$ cat src/rtl/gfx_sp_lane_serializer.sv
`timescale 1ns/1ps
// gfx_sp_lane_serializer
// Takes one multi-lane send packet per handshake from the shader processor and
// replays only its active lanes, lowest index first, one lane per cycle, with
// the lane index and a last-of-packet flag. A single packet register is the
// only storage; the next packet is accepted on the same edge that retires the
// final lane of the current one, so back-to-back packets stream without a bubble.
module gfx_sp_lane_serializer #(
  parameter int LANES  = 4,
  parameter int WORD_W = 128,
  parameter int CNT_W  = 16
) (
  input  logic                       clk,
  input  logic                       rst_n,
  input  logic                       send_valid,
  output logic                       send_ready,
  input  logic [LANES*WORD_W-1:0]    send_data,
  input  logic [LANES-1:0]           send_mask,
  output logic                       out_valid,
  input  logic                       out_ready,
  output logic [WORD_W-1:0]          out_data,
  output logic [$clog2(LANES)-1:0]   out_lane,
  output logic                       out_last,
  output logic [CNT_W-1:0]           emit_count
);

  localparam int LW = $clog2(LANES);

  typedef enum logic {IDLE = 1'b0, EMIT = 1'b1} state_t;

  state_t                    st_p1;
  state_t                    st_d;
  logic [LANES-1:0]          pend_p1;
  logic [LANES-1:0]          pend_d;
  logic [LANES-1:0]          low_bit;
  logic [LANES*WORD_W-1:0]   data_p1;
  logic                      ready_en;
  logic                      busy;
  logic                      out_hs;
  logic                      accept;

  // Isolate the lowest set bit of a lane mask (two's-complement trick).
  function automatic logic [LANES-1:0] lowest_bit(input logic [LANES-1:0] m);
    return m & (~m + LANES'(1));
  endfunction

  // Index of the lowest set bit; zero when the mask is empty.
  function automatic logic [LW-1:0] lowest_idx(input logic [LANES-1:0] m);
    logic [LW-1:0] idx;
    idx = '0;
    for (int i = LANES - 1; i >= 0; i--) begin
      if (m[i]) idx = LW'(i);
    end
    return idx;
  endfunction

  // True when exactly one lane remains pending.
  function automatic logic single_bit(input logic [LANES-1:0] m);
    return (m != '0) && ((m & (m - LANES'(1))) == '0);
  endfunction

  // Control state: FSM state, pending lane mask, ready enable and the lane counter.
  // ready_en keeps send_ready low until the first clock edge after reset release.
  always_ff @(posedge clk or negedge rst_n) begin
    if (!rst_n) begin
      st_p1      <= IDLE;
      pend_p1    <= '0;
      ready_en   <= 1'b0;
      emit_count <= '0;
    end else begin
      st_p1    <= st_d;
      pend_p1  <= pend_d;
      ready_en <= 1'b1;
      if (out_hs) emit_count <= emit_count + CNT_W'(1);
    end
  end

  // Packet word capture; data only, qualified by the pending mask so it needs no reset.
  always_ff @(posedge clk) begin
    if (accept) data_p1 <= send_data;
  end

  // Next pending mask and state: retire the emitted lane, then let an accept overwrite.
  always_comb begin
    pend_d = pend_p1;
    if (out_hs) pend_d = pend_p1 & ~low_bit;
    if (accept) pend_d = send_mask;
    st_d = (pend_d != '0) ? EMIT : IDLE;
  end

  // Outputs decoded from registered state only; send_ready may look at out_ready
  // so the final lane and the next packet can share one edge.
  always_comb begin
    busy       = (st_p1 == EMIT);
    low_bit    = lowest_bit(pend_p1);
    out_valid  = busy;
    out_lane   = busy ? lowest_idx(pend_p1) : '0;
    out_last   = busy && single_bit(pend_p1);
    out_data   = busy ? data_p1[int'(out_lane)*WORD_W +: WORD_W] : '0;
    out_hs     = out_valid && out_ready;
    send_ready = ready_en && (!busy || (out_hs && out_last));
    accept     = send_valid && send_ready;
  end

endmodule

$ cat config.mk
export PLATFORM = sky130hd
export DESIGN_NAME = gfx_sp_lane_serializer
export DESIGN_NICKNAME = d
export VERILOG_FILES = /design/src/rtl/gfx_sp_lane_serializer.sv
export SDC_FILE = /design/constraint.sdc
export NUM_CORES = 1
export LEC_CHECK = 0
export ABC_AREA = 1
export CELL_PAD_IN_SITES_DETAIL_PLACEMENT = 1
export CELL_PAD_IN_SITES_GLOBAL_PLACEMENT = 2
export CORE_MARGIN = 2
export CORE_UTILIZATION = 27
export CTS_CLUSTER_DIAMETER = 120
export CTS_CLUSTER_SIZE = 20
export DETAILED_ROUTE_END_ITERATION = 10
export PLACE_DENSITY = 0.88
export SYNTH_ARGS = -nofsm -noshare
export SYNTH_HDL_FRONTEND = slang
export SYNTH_SLANG_ARGS = --single-unit
$ cat constraint.sdc
create_clock -name clk -period 11.7 [get_ports clk]
set_input_delay 1.17 -clock clk [delete_from_list [all_inputs] [get_ports clk]]
set_output_delay 1.17 -clock clk [all_outputs]
set_load 0.005 [all_outputs]
==> Word level (Yosys, flattened, before mapping) <==
Cells that the tools add are included.
{ "totals": {"register_bits": 534, "latch_bits": 0, "ram_bits": 0, "romBits": 0, "input_bits": 520, "output_inout_bits": 149, "word_cells": 34, "mem_count": 0} }
{ "op_classes": {"addsub": 3, "mul": 0, "div_mod_pow": 0, "n_lt_le_gt_ge": 0, "eq_ne": 0, "shift": 1, "mux": 9, "n_bitwise": 5, "n_reduce_logical": 11} }
{ "ops": {"columns": ["op", "n"], "rows": [
  ["$shiftx A512 B10 Y128", 1],
  ["$mux W128", 1],
  ["$add A16 B1 Y16 const B", 1],
  ["$and A4 B4 Y4", 3],
  ["$mux W2", 5],
  ["$mux W4", 2],
  ["$not A4 Y4", 2],
  ["$reduce_bool A4 Y1", 2],
  ["$logic_and A1 B1 Y1", 6],
  ["$add A4 B1 Y4 const B", 1],
  ["$logic_not A4 Y1", 1],
  ["$sub A4 B1 Y4 const B", 1],
  ["$logic_not A1 Y1", 1],
  ["$logic_or A1 B1 Y1", 1],
  ["$mux W1", 1]
]} }

==> Logic depth before layout (Yosys ltp) <==
{ "logic_depth": {"depth_word": 12, "mapped_depth": 11, "mapped_depth_nobuf": 10} }

==> Least setup slack after synthesis <==
Ideal clock, no wire load.
{ "synth_timing": {"path_kind": "input -> register", "from": "input out_ready", "to": "register data_p1[0] (enable)", "setup_ns": 0.856, "t_arrival_ns": 11.350, "required_time_ns": 10.844, "path_slack_ns": -0.505, "path_stages": 4, "n_path_buf": 0, "cell_sequence": "nand3_1 > nand2_1 > nand3_1 > inv_1"} }
{ "synth_via": {"elab_chain_len": 5} }
{ "synth_lines": {"columns": ["item", "line_no", "rtl"], "rows": [
  ["start, declared", "20", "input logic out_ready,"],
  ["$logic_and A1 B1 Y1", "100", "out_hs = out_valid && out_ready;"],
  ["$logic_and A1 B1 Y1", "101", "send_ready = ready_en && (!busy || (out_hs && out_last));"],
  ["$logic_or A1 B1 Y1", "101", null],
  ["$logic_and A1 B1 Y1", "101", null],
  ["$logic_and A1 B1 Y1", "102", "accept = send_valid && send_ready;"],
  ["named net accept", "40", "logic accept;"],
  ["end signal, assigned", "80", "if (accept) data_p1 <= send_data;"],
  ["end, declared", "36", "logic [LANES*WORD_W-1:0] data_p1;"]
]} }
The timed path passes the listed nets, and every way through them passes these cells.
A chain may end at the register's enable or synchronous reset.

==> Final worst setup path <==
{ "layout_timing": {"from": "register st_p1 (netlist: out_valid)", "to": "output out_data[77]"} }
{ "layout_via": {"elab_chain_len": 3} }
{ "layout_lines": {"columns": ["item", "line_no", "rtl"], "rows": [
  ["start, declared", "31", "state_t st_p1;"],
  ["start signal, assigned", "71", "st_p1 <= st_d;"],
  ["$mux W2", "97", "out_lane = busy ? lowest_idx(pend_p1) : '0;"],
  ["$shiftx A512 B10 Y128", "99", "out_data = busy ? data_p1[int'(out_lane)*WORD_W +: WORD_W] : '0;"],
  ["$mux W128 (*)", "99", null],
  ["end, declared", "21", "output logic [WORD_W-1:0] out_data,"]
]} }
Mark *: on every way between the ends. The rest lies on a longest branch, timed or not.

==> run_results.csv <==
group,metric,value,unit
setup_path,endpoint_kind,"primary output",
setup_path,rrSetupSlack,7.41,ns
sta,period_share,52.0,%
logic_synthesis,synth_top_area_share,74.1,%
clock_network,cts-resized-gates,0,
power_and_ir_drop,power.leakage,9.82,nW
clock_network,clkLatencyLatePin,0.57,ns
setup_path,crit_type,"reg -> out",
power_and_ir_drop,design_power_total,6.48,mW
logic_synthesis,netlist_top_cells_area,"edfxtp_1 (74%), nor2_1 (9.5%), o21ai_0 (4.9%)",
clock_network,clk_pin_slew,0.09,ns
setup_path,slowest_stage,"buf_4",
routing,via_per_inst,4.62,
routing,routedWlPerCell,22.2,um
setup_path,cp.buffers_inverters,4,
sta,setup_viol_count_final,0,
routing,via_count,15300,
placed_design,dp_hpwl,51900,um
logic_synthesis,yosys.area.top_type,"edfxtp_1",
cells_and_area,finalInstanceArea,29500,um^2
routing,antenna_left,0,
setup_path,startpoint_type,"flop",
logic_synthesis,ys_ff_latch,534,
cells_and_area,fin_nets,2771,
clock_network,cts-root-buf,"clkbuf_16",
placed_design,placed_cell_area,28400,um^2
global_routing,grt_pass1_vias,16600,
routing,drt_pass1_iterations,5,
logic_synthesis,synthAdderAreaFrac,0.0603,%
logic_synthesis,synth_area,20700,um^2
logic_synthesis,synth-xor-area-share,0.633,%
logic_synthesis,yosys_warnings,0,
clock_network,clkSinkCount,534,
run_status,status,"finished, final reports clean",
routing,drt_wl_total,73200,um
sta,relSlewSlack,26.8,%
setup_path,worstReg2RegStart,"pend_p1[1]",
global_routing,grt_pass1_wl,105000,um
clock_network,clk_path_buf_depth,3,
power_and_ir_drop,worst_ir_drop_vdd,0.146,mV
sta,rsz0062_at_grt,"false",
placed_design,portBuffers,668,
clock_network,cts_htree_levels,2,
setup_path,required,10.53,ns
die,io_pins,669,
clock_network,numCtsBuffers,34,
clock_network,cts_setup_buffers,0,
placed_design,place_congestion,0.884,
hold_path,hold_depth,1,
setup_path,path_cells,"inv_4 > nor2_1 > nand2_4 > buf_4 > buf_4 > o21ai_0 > a21oi_1 > clkdlybuf4s50_1",
setup_path,rr_worst_depth,9,
sta,setup_ws,5.61,ns
clock_network,cts_tree,"done",
routing,drc_errors,0,
routing,drt_iter0_drc,834,
logic_synthesis,syn-instance-count,1629,
logic_synthesis,synthMuxAreaShare,0,%
sta,finClkSkew,0.0259,ns
placed_design,pre_cts_slack,6.20,ns
sta,worst_pin_slew,1.10,ns
setup_path,cp_data_arrival_time,4.92,ns
die,core-area,75900,um^2
logic_synthesis,syn_nets,2150,
setup_path,cpMostUsedCell,"buf_4",
setup_path,crit_start,"out_valid",
cells_and_area,fillers,8131,
global_routing,grt_antenna_before_repair,18,
die,fp.dieH,281,um
sta,tns,0,ns
logic_synthesis,ys_types,24,
job,maxCapViolCount,0,
hold_path,hp-class,"reg -> reg",
sta,hold_viol,0,
sta,finalMaxSlewViolations,0,
logic_synthesis,syn_avg_cell_area,12.7,um^2
setup_path,critPathMaxFanout,93,
setup_path,cp.depth,8,
setup_path,critPathTopFamily,"buffers and inverters",
logic_synthesis,synth_compound_area_share,9.36,%
sta,period_minus_slack,6.09,ns
sta,whs,0.499,ns
logic_synthesis,synthSimpleGateAreaFrac,10.6,%
die,rows,101,
clock_network,cts_hold_buf,0,
cells_and_area,synthToLayoutAreaGrowth,42.1,%
setup_path,rr_endpoint,"data_p1[333]",
logic_synthesis,synth_top_family_by_area,"simple AND/OR/NAND/NOR gates",
die,start_util,27.3,%
die,die-area,79100,um^2
setup_path,endpoint,"out_data[77]",
setup_path,max_stage_delay,0.81,ns
cells_and_area,mostFrequentLayoutCell,"clkdlybuf4s50_1",
cells_and_area,drive_gt1_share,2.83,%
global_routing,gr-total-overflow,0,
cells_and_area,final_cell_mix,"clkdlybuf4s50_1 (668), nor2_1 (523), edfxtp_1 (512)",
power_and_ir_drop,powerDensity,220,nW/um^2
global_routing,grt_max_degree,176,
global_routing,grtUsageTotal,17.8,%
die,die_w,281,um
logic_synthesis,synth_seq_area_share,76.8,%
sta,max_freq,0.164,GHz
-- layout make-up --
| type | count | area (um^2) | area share [%] |
|---|---|---|---|
| flip-flops and latches | 534 | 15900 | 54.0 |
| repair buffers | 683 | 6820 | 23.2 |
| multi-input cells | 979 | 4310 | 14.6 |
| well taps | 1030 | 1290 | 4.37 |
| clock buffers | 47 | 963 | 3.27 |
| inverters | 18 | 83.8 | 0.284 |
| clock inverters | 4 | 57.6 | 0.195 |
| diodes | 8 | 20.0 | 0.0679 |
-- metrics by stage --
stage	util, %	cells
3_3_place_gp	37.4	3244
6_report	38.8	3303
3_5_place_dp	37.4	3244
4_1_cts	38.8	3295
5_1_grt	38.8	3301
2_1_floorplan	-	1629
-- sequential cells by signal (all words and copies together) (netlist names) --
| signal | cells |
|---|---|
| emit_count | 16 |
| data_p1 | 512 |
| ready_en | 1 |
| out_valid | 1 |
| pend_p1 | 4 |
-- cell families after synthesis --
| kind of cell | Yosys count |
|---|---|
| AND/OR/NAND/NOR | 575 |
| flip-flops | 534 |
| AO/OA/AOI/OAI | 387 |
| buffers and inverters | 116 |
| XOR/XNOR | 15 |
| adder cells (fa/ha/maj) | 1 |
| other | 1 |
-- per-layer routing --
metal / global-route usage (%) / up-vias / part of all wire (%)
met5: 0 / - / 0.17
met4: 6.05 / 18 / 3.1
met3: 5.52 / 116 / 8.3
met2: 31.9 / 554 / 51
met1: 19.8 / 7590 / 37
li1: - / 6990 / -
-- synth_stat cells --
| master | count |
|---|---|
| inv_1 | 16 |
| ha_1 | 1 |
| xnor2_1 | 4 |
| buf_2 | 42 |
| nand3_1 | 5 |
| dfrtp_1 | 22 |
| conb_1 | 1 |
| xor2_1 | 11 |
| and2_1 | 2 |
| nor3_1 | 4 |
| nor2_2 | 1 |
| nand2_1 | 33 |
| edfxtp_1 | 512 |
| inv_2 | 2 |
| a21oi_1 | 130 |
| a41oi_1 | 1 |
| nor4_2 | 1 |
| nor3_2 | 1 |
| buf_4 | 10 |
| o21ai_0 | 204 |
| o21ai_1 | 52 |
| clkbuf_1 | 46 |
| nor2_1 | 523 |
| nand4_1 | 5 |
-- how the worst min path moves through the flow --
| stage | from | to | slack [ns] |
|---|---|---|---|
| after global placement | emit_count[15] | emit_count[15] | 0.49 |
| after floorplan | emit_count[15] | emit_count[15] | 0.47 |
| after detailed placement | emit_count[15] | emit_count[15] | 0.46 |
| after CTS | emit_count[15] | emit_count[15] | 0.49 |
| final | emit_count[15] | emit_count[15] | 0.50 |
| after global routing | emit_count[15] | emit_count[15] | 0.54 |
-- where the power goes --
group	internal [mW]	switching (mW)
clock	0.587	0.672
sequential	2.40	0.0882
combinational	1.13	1.60
total	4.12	2.36
Note: power is estimated with default switching activity, not from simulation.
